===== config.mk =====
export PLATFORM = sky130hd
export DESIGN_NAME = caf_peak_search
export DESIGN_NICKNAME = d
export VERILOG_FILES = /design/src/rtl/caf_pkg.sv /design/src/rtl/caf_mag_sq.sv /design/src/rtl/caf_peak_search.sv
export SDC_FILE = /design/constraint.sdc
export NUM_CORES = 2
export LEC_CHECK = 0
export BUFFER_PORTS_ARGS = -buffer_cell sky130_fd_sc_hd__buf_2
export CAP_MARGIN = 20
export CORE_ASPECT_RATIO = 0.9
export CORE_MARGIN = 2
export CORE_UTILIZATION = 40
export DETAILED_ROUTE_END_ITERATION = 12
export PLACE_DENSITY_LB_ADDON = 0.25
export SETUP_SLACK_MARGIN = 0.5
export SYNTH_ARGS = -nofsm -noshare
export SYNTH_HDL_FRONTEND = slang
export SYNTH_SLANG_ARGS = --single-unit

===== constraint.sdc =====
create_clock -name clk -period 9.8 [get_ports clk]
set_input_delay 1.96 -clock clk [delete_from_list [all_inputs] [get_ports clk]]
set_output_delay 1.96 -clock clk [all_outputs]
set_load 0.01 [all_outputs]

===== src/rtl/caf_pkg.sv =====
// rtl/caf_pkg.sv - shared state encoding and sizing helpers for the CAF peak search
package caf_pkg;

  typedef enum logic [1:0] {
    ST_ACCUM  = 2'd0,
    ST_DRAIN  = 2'd1,
    ST_OUTPUT = 2'd2
  } caf_state_e;

  localparam int CAF_I_BITS = 24;
  localparam int CAF_Q_BITS = 24;
  localparam int CAF_LENGTH = 5;
  localparam int CAF_FOAS   = 3;

  // Magnitude-squared width: the larger square plus one carry bit for the sum.
  function automatic int caf_mag_bits(input int ib, input int qb);
    return 2 * ((ib > qb) ? ib : qb) + 1;
  endfunction

  function automatic int caf_frame_beats(input int f, input int l);
    return f * l;
  endfunction

  localparam int MAG_BITS    = caf_mag_bits(CAF_I_BITS, CAF_Q_BITS);
  localparam int FRAME_BEATS = caf_frame_beats(CAF_FOAS, CAF_LENGTH);

endpackage


===== src/rtl/caf_mag_sq.sv =====
// rtl/caf_mag_sq.sv - two-stage i^2+q^2 pipeline with lag/freq tag passthrough
module caf_mag_sq
  import caf_pkg::*;
#(
  parameter int i_bits    = CAF_I_BITS,
  parameter int q_bits    = CAF_Q_BITS,
  parameter int lag_bits  = 3,
  parameter int freq_bits = 3,
  parameter int mag_bits  = MAG_BITS
) (
  input  logic                       clk,
  input  logic                       rst_n,
  input  logic                       valid_i,
  input  logic signed [i_bits-1:0]   ci_i,
  input  logic signed [q_bits-1:0]   cq_i,
  input  logic [lag_bits-1:0]        lag_i,
  input  logic [freq_bits-1:0]       freq_i,
  output logic                       valid_o,
  output logic [mag_bits-1:0]        mag_o,
  output logic [lag_bits-1:0]        lag_o,
  output logic [freq_bits-1:0]       freq_o
);

  localparam int IP = 2 * i_bits;
  localparam int QP = 2 * q_bits;

  logic signed [IP-1:0]  ci_x, ii_d, ii_q;
  logic signed [QP-1:0]  cq_x, qq_d, qq_q;
  logic [mag_bits-1:0]   mag_d, mag_q;
  logic                  s1_valid_q, s2_valid_q;
  logic [lag_bits-1:0]   s1_lag_q, s2_lag_q;
  logic [freq_bits-1:0]  s1_freq_q, s2_freq_q;

  // Squares are taken at double width so -2^(n-1) squared (2^(2n-2)) stays exact;
  // both squares are non-negative, so the sum is formed zero-extended.
  always_comb begin
    ci_x  = IP'(ci_i);
    cq_x  = QP'(cq_i);
    ii_d  = ci_x * ci_x;
    qq_d  = cq_x * cq_x;
    mag_d = mag_bits'($unsigned(ii_q)) + mag_bits'($unsigned(qq_q));
  end

  // Stage 1: register the two squares and their tags.
  always_ff @(posedge clk) begin
    if (!rst_n) begin
      s1_valid_q <= 1'b0;
      ii_q       <= '0;
      qq_q       <= '0;
      s1_lag_q   <= '0;
      s1_freq_q  <= '0;
    end else begin
      s1_valid_q <= valid_i;
      if (valid_i) begin
        ii_q      <= ii_d;
        qq_q      <= qq_d;
        s1_lag_q  <= lag_i;
        s1_freq_q <= freq_i;
      end
    end
  end

  // Stage 2: register the sum and forward the tags.
  always_ff @(posedge clk) begin
    if (!rst_n) begin
      s2_valid_q <= 1'b0;
      mag_q      <= '0;
      s2_lag_q   <= '0;
      s2_freq_q  <= '0;
    end else begin
      s2_valid_q <= s1_valid_q;
      if (s1_valid_q) begin
        mag_q     <= mag_d;
        s2_lag_q  <= s1_lag_q;
        s2_freq_q <= s1_freq_q;
      end
    end
  end

  assign valid_o = s2_valid_q;
  assign mag_o   = mag_q;
  assign lag_o   = s2_lag_q;
  assign freq_o  = s2_freq_q;

endmodule


===== src/rtl/caf_peak_search.sv =====
// rtl/caf_peak_search.sv - frame-wide peak of |c|^2 with lag/freq tags on a valid/ready output
module caf_peak_search
  import caf_pkg::*;
#(
  parameter int i_bits              = CAF_I_BITS,
  parameter int q_bits              = CAF_Q_BITS,
  parameter int length              = CAF_LENGTH,
  parameter int length_counter_bits = 3,
  parameter int foas                = CAF_FOAS,
  parameter int foas_counter_bits   = 3,
  parameter int out_max_bits        = 64
) (
  input  logic                           clk,
  input  logic                           rst_n,
  input  logic                           m_axis_tvalid,
  input  logic signed [i_bits-1:0]       ci,
  input  logic signed [q_bits-1:0]       cq,
  output logic                           s_axis_tready,
  output logic                           s_axis_tvalid,
  input  logic                           m_axis_tready,
  output logic [out_max_bits-1:0]        out_max,
  output logic [length_counter_bits-1:0] index,
  output logic [foas_counter_bits-1:0]   freq_index
);

  localparam int MB = caf_mag_bits(i_bits, q_bits);
  localparam logic [length_counter_bits-1:0] LAST_LAG  = length_counter_bits'(length - 1);
  localparam logic [foas_counter_bits-1:0]   LAST_FREQ = foas_counter_bits'(foas - 1);

  caf_state_e                     state_q, state_d;
  logic                           tready_q, tvalid_q;
  logic [length_counter_bits-1:0] lag_q, lag_d;
  logic [foas_counter_bits-1:0]   freq_q, freq_d;
  logic                           accept, last_beat;
  logic                           load_out, clear_frame;

  logic                           p_valid;
  logic [MB-1:0]                  p_mag;
  logic [length_counter_bits-1:0] p_lag;
  logic [foas_counter_bits-1:0]   p_freq;
  logic                           p_first, p_last, p_wins;

  logic [MB-1:0]                  max_q;
  logic [length_counter_bits-1:0] max_lag_q;
  logic [foas_counter_bits-1:0]   max_freq_q;
  logic                           done_q;

  logic [out_max_bits-1:0]        out_max_q;
  logic [length_counter_bits-1:0] index_q;
  logic [foas_counter_bits-1:0]   freq_index_q;

  assign accept    = m_axis_tvalid && tready_q;
  assign last_beat = (lag_q == LAST_LAG) && (freq_q == LAST_FREQ);

  caf_mag_sq #(
    .i_bits    (i_bits),
    .q_bits    (q_bits),
    .lag_bits  (length_counter_bits),
    .freq_bits (foas_counter_bits),
    .mag_bits  (MB)
  ) u_mag_sq (
    .clk     (clk),
    .rst_n   (rst_n),
    .valid_i (accept),
    .ci_i    (ci),
    .cq_i    (cq),
    .lag_i   (lag_q),
    .freq_i  (freq_q),
    .valid_o (p_valid),
    .mag_o   (p_mag),
    .lag_o   (p_lag),
    .freq_o  (p_freq)
  );

  // The tags identify frame position, so the first beat and the last beat are
  // recognised at the compare stage without a separate marker bit.
  assign p_first = (p_lag == '0) && (p_freq == '0);
  assign p_last  = (p_lag == LAST_LAG) && (p_freq == LAST_FREQ);
  assign p_wins  = p_valid && (p_first || (p_mag > max_q));

  // Next-state logic: frame counters advance per accepted beat, frequency-major.
  always_comb begin
    state_d     = state_q;
    lag_d       = lag_q;
    freq_d      = freq_q;
    load_out    = 1'b0;
    clear_frame = 1'b0;
    case (state_q)
      ST_ACCUM: begin
        if (accept) begin
          if (lag_q == LAST_LAG) begin
            lag_d  = '0;
            freq_d = (freq_q == LAST_FREQ) ? '0 : freq_q + 1'b1;
          end else begin
            lag_d = lag_q + 1'b1;
          end
          if (last_beat) state_d = ST_DRAIN;
        end
      end
      ST_DRAIN: begin
        if (done_q) begin
          load_out = 1'b1;
          state_d  = ST_OUTPUT;
        end
      end
      ST_OUTPUT: begin
        if (m_axis_tready) begin
          clear_frame = 1'b1;
          lag_d       = '0;
          freq_d      = '0;
          state_d     = ST_ACCUM;
        end
      end
      default: begin
        state_d = ST_ACCUM;
        lag_d   = '0;
        freq_d  = '0;
      end
    endcase
  end

  // State, counters and the registered handshake flags (derived from next state).
  always_ff @(posedge clk) begin
    if (!rst_n) begin
      state_q  <= ST_ACCUM;
      lag_q    <= '0;
      freq_q   <= '0;
      tready_q <= 1'b0;
      tvalid_q <= 1'b0;
    end else begin
      state_q  <= state_d;
      lag_q    <= lag_d;
      freq_q   <= freq_d;
      tready_q <= (state_d == ST_ACCUM);
      tvalid_q <= (state_d == ST_OUTPUT);
    end
  end

  // Running maximum: strict compare keeps the earliest of equal peaks.
  always_ff @(posedge clk) begin
    if (!rst_n || clear_frame) begin
      max_q      <= '0;
      max_lag_q  <= '0;
      max_freq_q <= '0;
      done_q     <= 1'b0;
    end else begin
      if (p_wins) begin
        max_q      <= p_mag;
        max_lag_q  <= p_lag;
        max_freq_q <= p_freq;
      end
      if (p_valid && p_last) begin
        done_q <= 1'b1;
      end else if (load_out) begin
        done_q <= 1'b0;
      end
    end
  end

  // Output holding registers, loaded once per frame and stable through OUTPUT.
  always_ff @(posedge clk) begin
    if (!rst_n) begin
      out_max_q    <= '0;
      index_q      <= '0;
      freq_index_q <= '0;
    end else if (load_out) begin
      out_max_q    <= out_max_bits'(max_q);
      index_q      <= max_lag_q;
      freq_index_q <= max_freq_q;
    end
  end

  assign s_axis_tready = tready_q;
  assign s_axis_tvalid = tvalid_q;
  assign out_max       = out_max_q;
  assign index         = index_q;
  assign freq_index    = freq_index_q;

endmodule


## After elaboration in Yosys (flattened, before gate mapping)

Index checks and enable logic that the tools add are counted.
W data, S select, Z words.

- Bits in registers: 280
- Input bits: 52

- $add $sub $neg: 3
- Multipliers: 2
- Order comparisons: 1
- Eq/ne operators: 10
- Muxes and demuxes: 19
- Bitwise logic cells: 1
- Reductions and logical operators: 16

Operators by type and width:

| operator | count |
|---|---|
| $mul A24 B24 Y48 | 2 |
| $add A48 B48 Y49 | 1 |
| $gt A49 B49 Y1 | 1 |
| $mux W3 | 6 |
| $pmux W3 S3 | 2 |
| $mux W2 | 4 |
| $add A3 B1 Y3 const B | 2 |
| $eq A3 B2 Y1 const B | 2 |
| $eq A3 B3 Y1 const B | 2 |
| $logic_and A1 B1 Y1 | 6 |
| $logic_not A3 Y1 | 2 |
| $mux W1 | 6 |
| $pmux W2 S3 | 1 |
| $eq A2 B2 Y1 const B | 2 |
| $logic_not A2 Y1 | 2 |
| $ne A2 B2 Y1 const B | 2 |
| $reduce_and A4 Y1 | 1 |
| $reduce_and A3 Y1 | 1 |
| $eq A2 B1 Y1 const B | 1 |
| $logic_or A1 B1 Y1 | 2 |
| $ne A2 B1 Y1 const B | 1 |
| $reduce_bool A2 Y1 | 1 |
| $logic_not A1 Y1 | 1 |
| $not A1 Y1 | 1 |

## Logic depth before layout (Yosys ltp)

- Depth in word-level cells: 6
- Gate-level depth with buffers: 29
- Gate-level depth less buffers: 27

## Modules after synthesis

Synthesis repeated with hierarchy kept, for this count alone.

- Cells, all modules: 5,500
- Area, all modules: 50,947.6 µm²

Modules (own cells, without submodules):

| module | instances | cells each | area each (µm²) |
|---|---|---|---|
| caf_mag_sq | 1 | 4,769 | 44,993.2 |
| caf_peak_search | 1 | 731 | 5,954.5 |

## Worst setup path before layout

No wires, ideal clock.

- Path kind: input port to flip-flop
- From: input port ci[23]
- To: register u_mag_sq.ii_q[47]
- Data arrival time: 8,771 ps
- Path slack: 896 ps
- Stages on the path: 24
- Buffers on the path: 2
- Cells stage by stage: clkbuf_1 clkbuf_1 nand2_1 inv_1 fa_1 fa_1 inv_1 fa_1 inv_1 fa_1 fa_1 fa_1 fa_1 ha_1 a21o_1 a21o_1 a21o_1 a21oi_1 nor2b_1 or3_1 a2111oi_0 nor2_1 xnor2_1 a21oi_1

- Cells in the longest elaborated chain, start to end: 1

Ends and longest elaborated chain:

| item | RTL line | RTL |
|---|---|---|
| from (decl) | caf_peak_search.sv:16 | `input logic signed [i_bits-1:0] ci,` |
| $mul A24 B24 Y48 | caf_mag_sq.sv:39 | `ii_d = ci_x * ci_x;` |
| to (signal assigned) | caf_mag_sq.sv:55 | `ii_q <= ii_d;` |
| to (decl) | caf_mag_sq.sv:27 | `logic signed [IP-1:0] ci_x, ii_d, ii_q;` |

Every way passes these cells.
A chain may end at the register's enable or synchronous reset.

## Final worst setup path

Ends and elaborated chain as after synthesis.

==> qor.yml <==
synth:
  synth_cells: 5637
  yosysMostFrequentCell: "inv_1"
  ys_ff_latch: 278
  yosys_warnings: 0
  ys_async_sr_fraction: 0
  synth_ff_type: "dfxtp_1"
  synth_top_area_frac: 0.434
  avgSynthCellArea_sq_um: 9.10
  syn_area_sq_mm: 0.0513
  synth.area.top_cells: "fa_1 43%, dfxtp_1 11%, inv_1 10%"
  synth_cell_types: 80
  synth_seq_area_share: 0.108
  post-synth-top-area-cell: "fa_1"
  synth_common_cells: "1,421 x inv_1, 1,112 x fa_1, 680 x nand2_1"
  synth-edff-count: 0
run:
  maxCapViolCount: 0
clock_network:
  cts_sinks: 278
  clk_latency_ps: 590
  root_buffer: "clkbuf_16"
  clk_path_buf_depth: 3
  cts_max_level: 1
  cts_buffers: 28
  cts.reportedPaths.clkPinSlew_ps: 60
  cts_tree: "yes"
  ctsHoldBuffers: 0
die:
  core-area_sq_mm: 0.127
  start_util: 0.403
  die_x_microns: 382
  rows: 124
  pin_count: 124
  die-area_sq_mm: 0.131
  fp.dieH_microns: 344
detailed_routing:
  antenna_left: 0
  drc_errors: 0
  drt_iter0_markers: 2026
  vias: 36454
  wl_per_cell_microns: 17.4
  vias_per_cell: 4.95
  drt-pass1-iter-count: 5
  wl_microns: 128000
timing:
  fmax_mhz: 113
  rsz0062_at_grt: "false"
  worst_slew_pin_slew_ps: 793
  timing.final.crit_share: 0.902
  final-setup-viol-count: 0
  post-route-min-period_ps: 8840
  fin_setup_tns_ps: 0
  hold_viol_final: 0
  final_max_slew_viol_count: 0
  slew_headroom: 0.466
  fin_skew_ps: 42.5
  holdWs_ps: 451
grt:
  grtUsageTotal: 0.201
  grt_antenna_before_repair: 3
  grt_pass1_wl_microns: 210000
  gr-total-overflow: 0
  grt_pass1_vias: 38641
  grt_max_degree: 63
cells_and_area:
  synthToLayoutAreaGrowth_pct: 6.81
  final_util: 0.431
  nets: 7187
  drive_above_1_share: 0.0481
placement:
  hpwl_microns: 107000
  gp_congestion: 0.892
  portBuffers: 108
worst_setup_path:
  worstSetupPathType: "input pin to flip-flop"
  startpoint_type: "input pin"
  cp_max_fo: 35
  reg2reg_depth: 11
  arrival_ps: 9260
  crit_path_end_kind: "flip-flop"
  cp.required_ps: 10220
worst_hold_path:
  hold_depth: 2
  hold_path_class: "flip-flop to flip-flop"
run_status:
  outcome: "finished clean"
sequential cells by signal (all words and copies together) (netlist names), 47 cells and up:
register / count
u_mag_sq.qq_q: 47
u_mag_sq.mag_o: 49
out_max: 49
max_q: 49
u_mag_sq.ii_q: 47
stage by stage:
step | instances | setup slack [ps] | cell area, sq um
after floorplan | 5651 | 896 | 51400
after global placement | 7302 | 509 | 53700
after detailed placement | 7303 | 378 | 53700
after CTS | 7355 | 946 | 54700
after global routing | 7358 | 573 | 54800
final | 7360 | 959 | 54800
worst max-delay path, stage by stage:
cell and delay [ps]:
buf_2 260, buf_4 400, nand2_1 200, fa_1 720, inv_1 130, fa_1 790, inv_1 180, fa_1 490
fa_1 550, inv_1 50, fa_1 470, fa_1 510, fa_1 420, ha_1 360, a21o_1 180, a21o_1 180
a21oi_1 140, nor2b_1 80, or3_1 390, a2111oi_0 420, nor2_1 100, xnor2_1 180, a21oi_1 80
timing repair:
action	4_1_cts	5_1_grt
gates resized for setup	0	1
endpoints found under the setup margin	0	1
setup buffers	0	0
endpoints found under the hold margin	0	0
cells by family (layout without fill, tap and decap cells):
logic type / after synthesis / in the layout / share of synthesized area
fa+ha+maj: 1500 / 1500 / 0.528
other cells: 1 / 17 / 0.0000731
simple gates: 1303 / 1303 / 0.118
buf+inv: 1643 / 1649 / 0.122
flops: 278 / 278 / 0.108
xor+xnor: 146 / 146 / 0.0249
compound gates: 724 / 724 / 0.0904
mux: 42 / 42 / 0.00824
final timing paths:
kind	endpoint	start	slack [ps]
setup / recovery	u_mag_sq.ii_q[47]$_SDFFE_PN0P_	ci[23]	960
hold / removal	out_max[9]$_SDFFE_PN0P_	out_max[9]$_SDFFE_PN0P_	450
setup reg to reg	u_mag_sq.mag_o[46]$_SDFFE_PN0P_	u_mag_sq.ii_q[3]$_SDFFE_PN0P_	6160
hold reg to reg	out_max[9]$_SDFFE_PN0P_	out_max[9]$_SDFFE_PN0P_	450
layer usage:
layer	vias up	part of all wire	global-route usage
li1	17001	-	-
met1	18594	0.46	0.286
met2	729	0.48	0.339
met3	130	0.045	0.0190
met4	0	0.019	0.0352
met5	-	0	0
layout by cell type (no fill, tap or decap), types with 103 or more instances in the layout:
| master | netlist | routed |
|---|---|---|
| a21o_1 | 126 | 126 |
| a21oi_1 | 244 | 243 |
| and2_1 | 198 | 197 |
| buf_2 | 13 | 108 |
| dfxtp_1 | 278 | 277 |
| fa_1 | 1112 | 1111 |
| ha_1 | 388 | 388 |
| inv_1 | 1421 | 1420 |
| nand2_1 | 680 | 679 |
| nor2_1 | 129 | 128 |
| o21ai_0 | 141 | 141 |
| xnor2_1 | 103 | 103 |
area by class of cell:
class | count | area, sq um
Timing Repair Buffer | 176 | 1090
Multi-Input combinational cell | 3730 | 39600
Fill cell | 12680 | 72400
Tap cell | 1701 | 2130
Antenna cell | 2 | 5.00
Clock inverter | 15 | 262
Clock buffer | 37 | 815
Inverter | 1421 | 5340
Sequential cell | 278 | 5570
Power is not shown: default switching activity piles up to over one toggle a cycle in this logic, so the estimate is an artifact.
